File: src/rtl/red_serial_ctrl_pkg.sv
// Shared constants for the serial reduction controller: FSM encoding and step indices.
package red_serial_ctrl_pkg;

  localparam int unsigned NUM_STEPS = 7;

  typedef enum logic [1:0] {
    StIdle = 2'd0,
    StRun  = 2'd1,
    StDone = 2'd2
  } state_e;

  // Step indices, in the order the single adder slice is used.
  localparam logic [2:0] StepAbLo  = 3'd0;  // A[11:8]  + B[11:8]
  localparam logic [2:0] StepAbHi  = 3'd1;  // A[15:12] + B[15:12] + carry
  localparam logic [2:0] StepCdLo  = 3'd2;  // A[3:0]   + B[3:0]
  localparam logic [2:0] StepCdHi  = 3'd3;  // A[7:4]   + B[7:4]   + carry
  localparam logic [2:0] StepSumLo = 3'd4;  // P_AB[3:0] + P_CD[3:0]
  localparam logic [2:0] StepSumMd = 3'd5;  // P_AB[7:4] + P_CD[7:4] + carry
  localparam logic [2:0] StepSumHi = 3'd6;  // P_AB[8]   + P_CD[8]   + carry
  localparam logic [2:0] StepLast  = 3'(NUM_STEPS - 1);

endpackage

File: src/rtl/cla_4bit.sv
// 4-bit carry-lookahead adder slice.
module cla_4bit (
  input  logic [3:0] a_i,
  input  logic [3:0] b_i,
  input  logic       cin_i,
  output logic [3:0] sum_o,
  output logic       cout_o,
  output logic       ovfl_o
);

  logic [3:0] p;
  logic [3:0] g;
  logic [4:0] c;

  // Generate/propagate terms and flat lookahead carries.
  always_comb begin
    p    = a_i ^ b_i;
    g    = a_i & b_i;
    c[0] = cin_i;
    c[1] = g[0] | (p[0] & c[0]);
    c[2] = g[1] | (p[1] & g[0]) | (p[1] & p[0] & c[0]);
    c[3] = g[2] | (p[2] & g[1]) | (p[2] & p[1] & g[0]) | (p[2] & p[1] & p[0] & c[0]);
    c[4] = g[3] | (p[3] & g[2]) | (p[3] & p[2] & g[1]) | (p[3] & p[2] & p[1] & g[0])
         | (p[3] & p[2] & p[1] & p[0] & c[0]);
    sum_o  = p ^ c[3:0];
    cout_o = c[4];
    ovfl_o = c[3] ^ c[4];
  end

endmodule

File: src/rtl/red_serial_ctrl.sv
// Serial reduction: S = sext10((A_hi+B_hi) + (A_lo+B_lo)) using one time-shared 4-bit CLA.
module red_serial_ctrl
  import red_serial_ctrl_pkg::*;
(
  input  logic        clk,
  input  logic        rst,
  input  logic        start,
  input  logic        flush,
  input  logic [15:0] A,
  input  logic [15:0] B,
  output logic        busy,
  output logic        done,
  output logic [15:0] S
);

  state_e      state_q, state_d;
  logic [2:0]  cnt_q, cnt_d;
  logic        carry_q, carry_d;
  logic [15:0] a_q, a_d;
  logic [15:0] b_q, b_d;
  logic [8:0]  pab_q, pab_d;
  logic [8:0]  pcd_q, pcd_d;
  logic [7:0]  tlo_q, tlo_d;
  logic [15:0] s_q, s_d;

  logic [3:0]  op_a, op_b, sum;
  logic        cin, cout;
  logic        cla_ovfl_unused;
  logic        start_ok;

  assign start_ok = start && !flush && (state_q != StRun);

  cla_4bit u_cla (
    .a_i    (op_a),
    .b_i    (op_b),
    .cin_i  (cin),
    .sum_o  (sum),
    .cout_o (cout),
    .ovfl_o (cla_ovfl_unused)
  );

  // State register.
  always_ff @(posedge clk) begin
    if (rst) begin
      state_q <= StIdle;
    end else begin
      state_q <= state_d;
    end
  end

  // Next-state logic; flush wins over start and step progress.
  always_comb begin
    state_d = state_q;
    if (flush) begin
      state_d = StIdle;
    end else begin
      case (state_q)
        StIdle:  if (start) state_d = StRun;
        StRun:   if (cnt_q == StepLast) state_d = StDone;
        StDone:  state_d = start ? StRun : StIdle;
        default: state_d = StIdle;
      endcase
    end
  end

  // FSM outputs.
  always_comb begin
    busy = (state_q == StRun);
    done = (state_q == StDone);
  end

  assign S = s_q;

  // Operand mux for the shared adder slice, indexed by step.
  always_comb begin
    op_a = 4'h0;
    op_b = 4'h0;
    cin  = 1'b0;
    case (cnt_q)
      StepAbLo:  begin op_a = a_q[11:8];  op_b = b_q[11:8];  end
      StepAbHi:  begin op_a = a_q[15:12]; op_b = b_q[15:12]; cin = carry_q; end
      StepCdLo:  begin op_a = a_q[3:0];   op_b = b_q[3:0];   end
      StepCdHi:  begin op_a = a_q[7:4];   op_b = b_q[7:4];   cin = carry_q; end
      StepSumLo: begin op_a = pab_q[3:0]; op_b = pcd_q[3:0]; end
      StepSumMd: begin op_a = pab_q[7:4]; op_b = pcd_q[7:4]; cin = carry_q; end
      StepSumHi: begin op_a = {3'b000, pab_q[8]}; op_b = {3'b000, pcd_q[8]}; cin = carry_q; end
      default:   ;
    endcase
  end

  // Datapath next-state: operand capture, step accumulation, result commit.
  always_comb begin
    cnt_d   = cnt_q;
    carry_d = carry_q;
    a_d     = a_q;
    b_d     = b_q;
    pab_d   = pab_q;
    pcd_d   = pcd_q;
    tlo_d   = tlo_q;
    s_d     = s_q;
    if (start_ok) begin
      a_d     = A;
      b_d     = B;
      cnt_d   = 3'd0;
      carry_d = 1'b0;
    end else if (state_q == StRun && !flush) begin
      cnt_d   = (cnt_q == StepLast) ? 3'd0 : cnt_q + 3'd1;
      carry_d = cout;
      case (cnt_q)
        StepAbLo:  pab_d[3:0] = sum;
        StepAbHi:  pab_d[8:4] = {cout, sum};
        StepCdLo:  pcd_d[3:0] = sum;
        StepCdHi:  pcd_d[8:4] = {cout, sum};
        StepSumLo: tlo_d[3:0] = sum;
        StepSumMd: tlo_d[7:4] = sum;
        // T[9:8] come from the last step; T[10+] are dropped.
        StepSumHi: s_d = {{6{sum[1]}}, sum[1:0], tlo_q};
        default:   ;
      endcase
    end
  end

  // Datapath registers.
  always_ff @(posedge clk) begin
    if (rst) begin
      cnt_q   <= 3'd0;
      carry_q <= 1'b0;
      a_q     <= 16'h0000;
      b_q     <= 16'h0000;
      pab_q   <= 9'h000;
      pcd_q   <= 9'h000;
      tlo_q   <= 8'h00;
      s_q     <= 16'h0000;
    end else begin
      cnt_q   <= cnt_d;
      carry_q <= carry_d;
      a_q     <= a_d;
      b_q     <= b_d;
      pab_q   <= pab_d;
      pcd_q   <= pcd_d;
      tlo_q   <= tlo_d;
      s_q     <= s_d;
    end
  end

endmodule

File: config.mk
export PLATFORM = sky130hd
export DESIGN_NAME = red_serial_ctrl
export DESIGN_NICKNAME = d
export VERILOG_FILES = /design/src/rtl/red_serial_ctrl_pkg.sv /design/src/rtl/cla_4bit.sv /design/src/rtl/red_serial_ctrl.sv
export SDC_FILE = /design/constraint.sdc
export NUM_CORES = 1
export LEC_CHECK = 0
export CORE_MARGIN = 2
export CORE_UTILIZATION = 60
export CTS_CLUSTER_SIZE = 8
export DETAILED_ROUTE_END_ITERATION = 8
export DONT_BUFFER_PORTS = 1
export PLACE_DENSITY = 0.72
export SYNTH_ARGS = -nofsm -noshare
export SYNTH_HDL_FRONTEND = slang
export SYNTH_SLANG_ARGS = --single-unit
File: constraint.sdc
create_clock -name clk -period 7.75 [get_ports clk]
set_input_delay 0.3875 -clock clk [delete_from_list [all_inputs] [get_ports clk]]
set_output_delay 0.3875 -clock clk [all_outputs]
set_load 0.01 [all_outputs]
==> implementation parameters <==
Parameter                              Value

Cells and area
  N_diodes    0
  Fraction of layout instances using a drive strength above 1    6.75%
  Post-layout nets    437
  Commonest non-fill, non-tap cells in the layout    nand2_1, dfxtp_1, a21oi_1
  Layout overhead on the synthesized area    4.10%
  Number of filler cells placed in the layout    505
  Count of non-filler cells in the finished layout    between 400 and 500
  Leading cell type in the layout, fill and taps excluded    nand2_1

Clock network
  Number of CTS-inserted buffers    9
  TritonCTS clock tree    yes
  Post CTS Setup Buffer Count    0
  Clock buffer depth    2
  Number of gates given a new drive strength after cts    0
  Clock latency of the later-clocked register in the worst-skew pair    0.34 ns
  Total of hold buffers inserted after clock tree synthesis    0
  Cell at the root of the clock tree    clkbuf_8
  Clk sinks    74
  Number of H-tree levels    3
  Clock slew seen by the registers of the worst setup and hold paths    approximately 0.07 ns

Routing
  Count of nets left with antenna violations after detail routing    0
  Detailed router's first-iteration violation count    302
  Post-DR vias/cell    between 5 and 6
  DRC    0
  Via count    2761
  Wire length after detailed routing    7610 um
  First-pass DRT Iterations    4
  Average wire length per cell after detail routing    16.1 um

GRT
  Via count of the first global-routing pass    2674
  First-pass GRT wire length    approximately 13000 um
  GR Util All Layers    around a quarter
  Antenna violations before repair    0
  Pin count of the biggest net entering global routing    66
  Total overflow reported by the global router    0

Logic synthesis
  Synth Instances    slightly above 400
  Net Count, Synth    457
  Fraction of registers with async set/reset    0%
  Main flop type after synthesis    dfxtp_1
  Biggest area consumer among synthesized cells    dfxtp_1
  Fraction of synthesized cell area taken by the top area cell type    44.2%
  Number of flops mapped to enable cells by yosys    0
  Yosys synthesis warning count    0
  Sequential share of the synthesized area    44.2%
  Number of distinct library cell variants in the gate-level netlist after synthesis    50
  Syn avg cell area    8.08 sq um
  Number of synthesized register bits    74
  Synthesized cell area    3350 sq um
  Biggest area contributors in the synthesized netlist    dfxtp_1, nand2_1, a21oi_1, mux2i_1, nor2_1

Pwr
  Leakage power of the design    1.23 nW
  Total power density per cell area    210 nW/um^2
  Worst vdd rail ir drop    0.000147 V
  Total power consumption of the routed design    around 730 uW

Setup path
  WP data arrival    about 3.8 ns
  Biggest fanout along the worst timing path    21
  Crit start category    flip-flop
  Critical path required time    7.99 ns
  Class of the most critical setup path    reg2reg
  Crit. End Element    flip-flop

STA
  Worst slew pin tran    roughly 0.86 ns
  Final Max Slew Viols    0
  Number of hold violations in the final report    0
  Post-layout min period    3.51 ns
  Relative slew margins    42.3%
  Unrepaired setup endpoints after global routing    no
  Share of the clock period used by the worst path    45.3%
  Maximum clock rate    about 280 MHz
  Total setup violations reported at the end of the flow    0
  Final clock skew    0.00874 ns
  Final setup margin    4.24 ns
  Final setup TNS    0 ns

Floorplanning
  Die boundary height    78.8 um
  Floorplan die width    between 70 and 80 um
  Total die area    just over 6000 sq um
  Number of top-level pins    54
  Effective utilization at floorplan    61.7%
  Std-Cell Core Area    approximately 5400 sq um
  Count of standard-cell rows    27

Place
  Worst slack, placed    4.24 ns
  Placed insts    between 400 and 500
  Number of buffer cells added on primary ports    0
  Routability cong.    between 0.9 and 1
  Post-DP HPWL    5370 um

Job
  Max Cap Viol    0

Hold path
  Hold/Removal Path Class    in2reg

Outcome
  Result of the run    completed
-- worst paths after layout --
| check | from | to | slack (ns) | cells past startpoint |
|---|---|---|---|---|
| max | cnt_q[2]$_SDFFE_PP0P_ | carry_q$_SDFFE_PP0P_ | 4.24 | 11 |
| min | rst | S[2]$_SDFFE_PP0P_ | 0.11 | 1 |
| max reg2reg | cnt_q[2]$_SDFFE_PP0P_ | carry_q$_SDFFE_PP0P_ | 4.24 | 11 |
| min reg2reg | tlo_q[1]$_SDFFE_PP0P_ | S[1]$_SDFFE_PP0P_ | 0.45 | 2 |
-- worst max-delay path: stages (launching register included) --
cell	delay [ns]
dfxtp_1	0.89
inv_2	0.18
ha_1	0.41
a22oi_1	0.23
o221ai_1	0.15
ha_1	0.44
a31oi_1	0.13
a31oi_2	0.24
o221a_2	0.30
or2_1	0.15
nor2_1	0.05
nor4_1	0.25
-- cell families (layout without fill, tap and decap cells) --
family	count (synthesis)	in the layout	synth area share, %
compound gates	104	104	19.9
simple gates	179	179	23.2
mux	15	15	5.04
flops	74	74	44.2
buf+inv	37	22	5.45
fa+ha+maj	6	6	2.24
-- sequential cells by signal, indices dropped and copies added (netlist names) --
name	count
carry_q	1
state_q	2
tlo_q	8
pab_q	9
pcd_q	9
b_q	16
cnt_q	3
S	10
a_q	16
-- synthesized netlist by cell type (all sizes together) (2+ instances only) --
cell / number
and2: 4
clkbuf: 20
o31ai: 6
dfxtp: 74
a21oi: 58
a22oi: 5
o21ai: 5
buf: 12
o21a: 5
nor2: 21
a32oi: 3
nand2: 111
and3: 2
o221ai: 5
a221oi: 3
nor3b: 2
inv: 5
mux2: 2
or3: 2
ha: 6
nor2b: 8
nand3: 9
a21o: 2
nor3: 14
mux2i: 12
a31oi: 3
nand2b: 2
a211oi: 2
-- through the flow --
stage,cell area (sq um),hold slack [ns],util [%]
after floorplan,3350,0.427,-
after global routing,3490,0.0939,64.2
final,3490,0.111,64.2
after global placement,3290,0.431,60.5
after CTS,3490,0.0953,64.2
after detailed placement,3290,0.432,60.5
-- area by class of cell --
type | count | area, sq um | share of cell area, %
Clock buffer | 14 | 163 | 4.66
Clock inverter | 2 | 35.0 | 1.00
Inverter | 5 | 18.8 | 0.538
Multi-Input combinational cell | 304 | 1700 | 48.6
Sequential cell | 74 | 1480 | 42.4
Tap cell | 72 | 90.1 | 2.58
Timing Repair Buffer | 1 | 7.51 | 0.215
-- power by group --
group	switching [mW]	internal [mW]	total, mW
combinational	0.0259	0.0149	0.0407
sequential	0.00584	0.389	0.394
clock	0.130	0.166	0.296
total	0.162	0.570	0.731
-- layer usage --
layer	GRT usage [%]	routed length, um
met3	6.25	598
met2	40.1	3430
met1	36.3	3460
met4	11.4	128
met5	0	0
No activity file was read; power rests on OpenSTA's default activity.
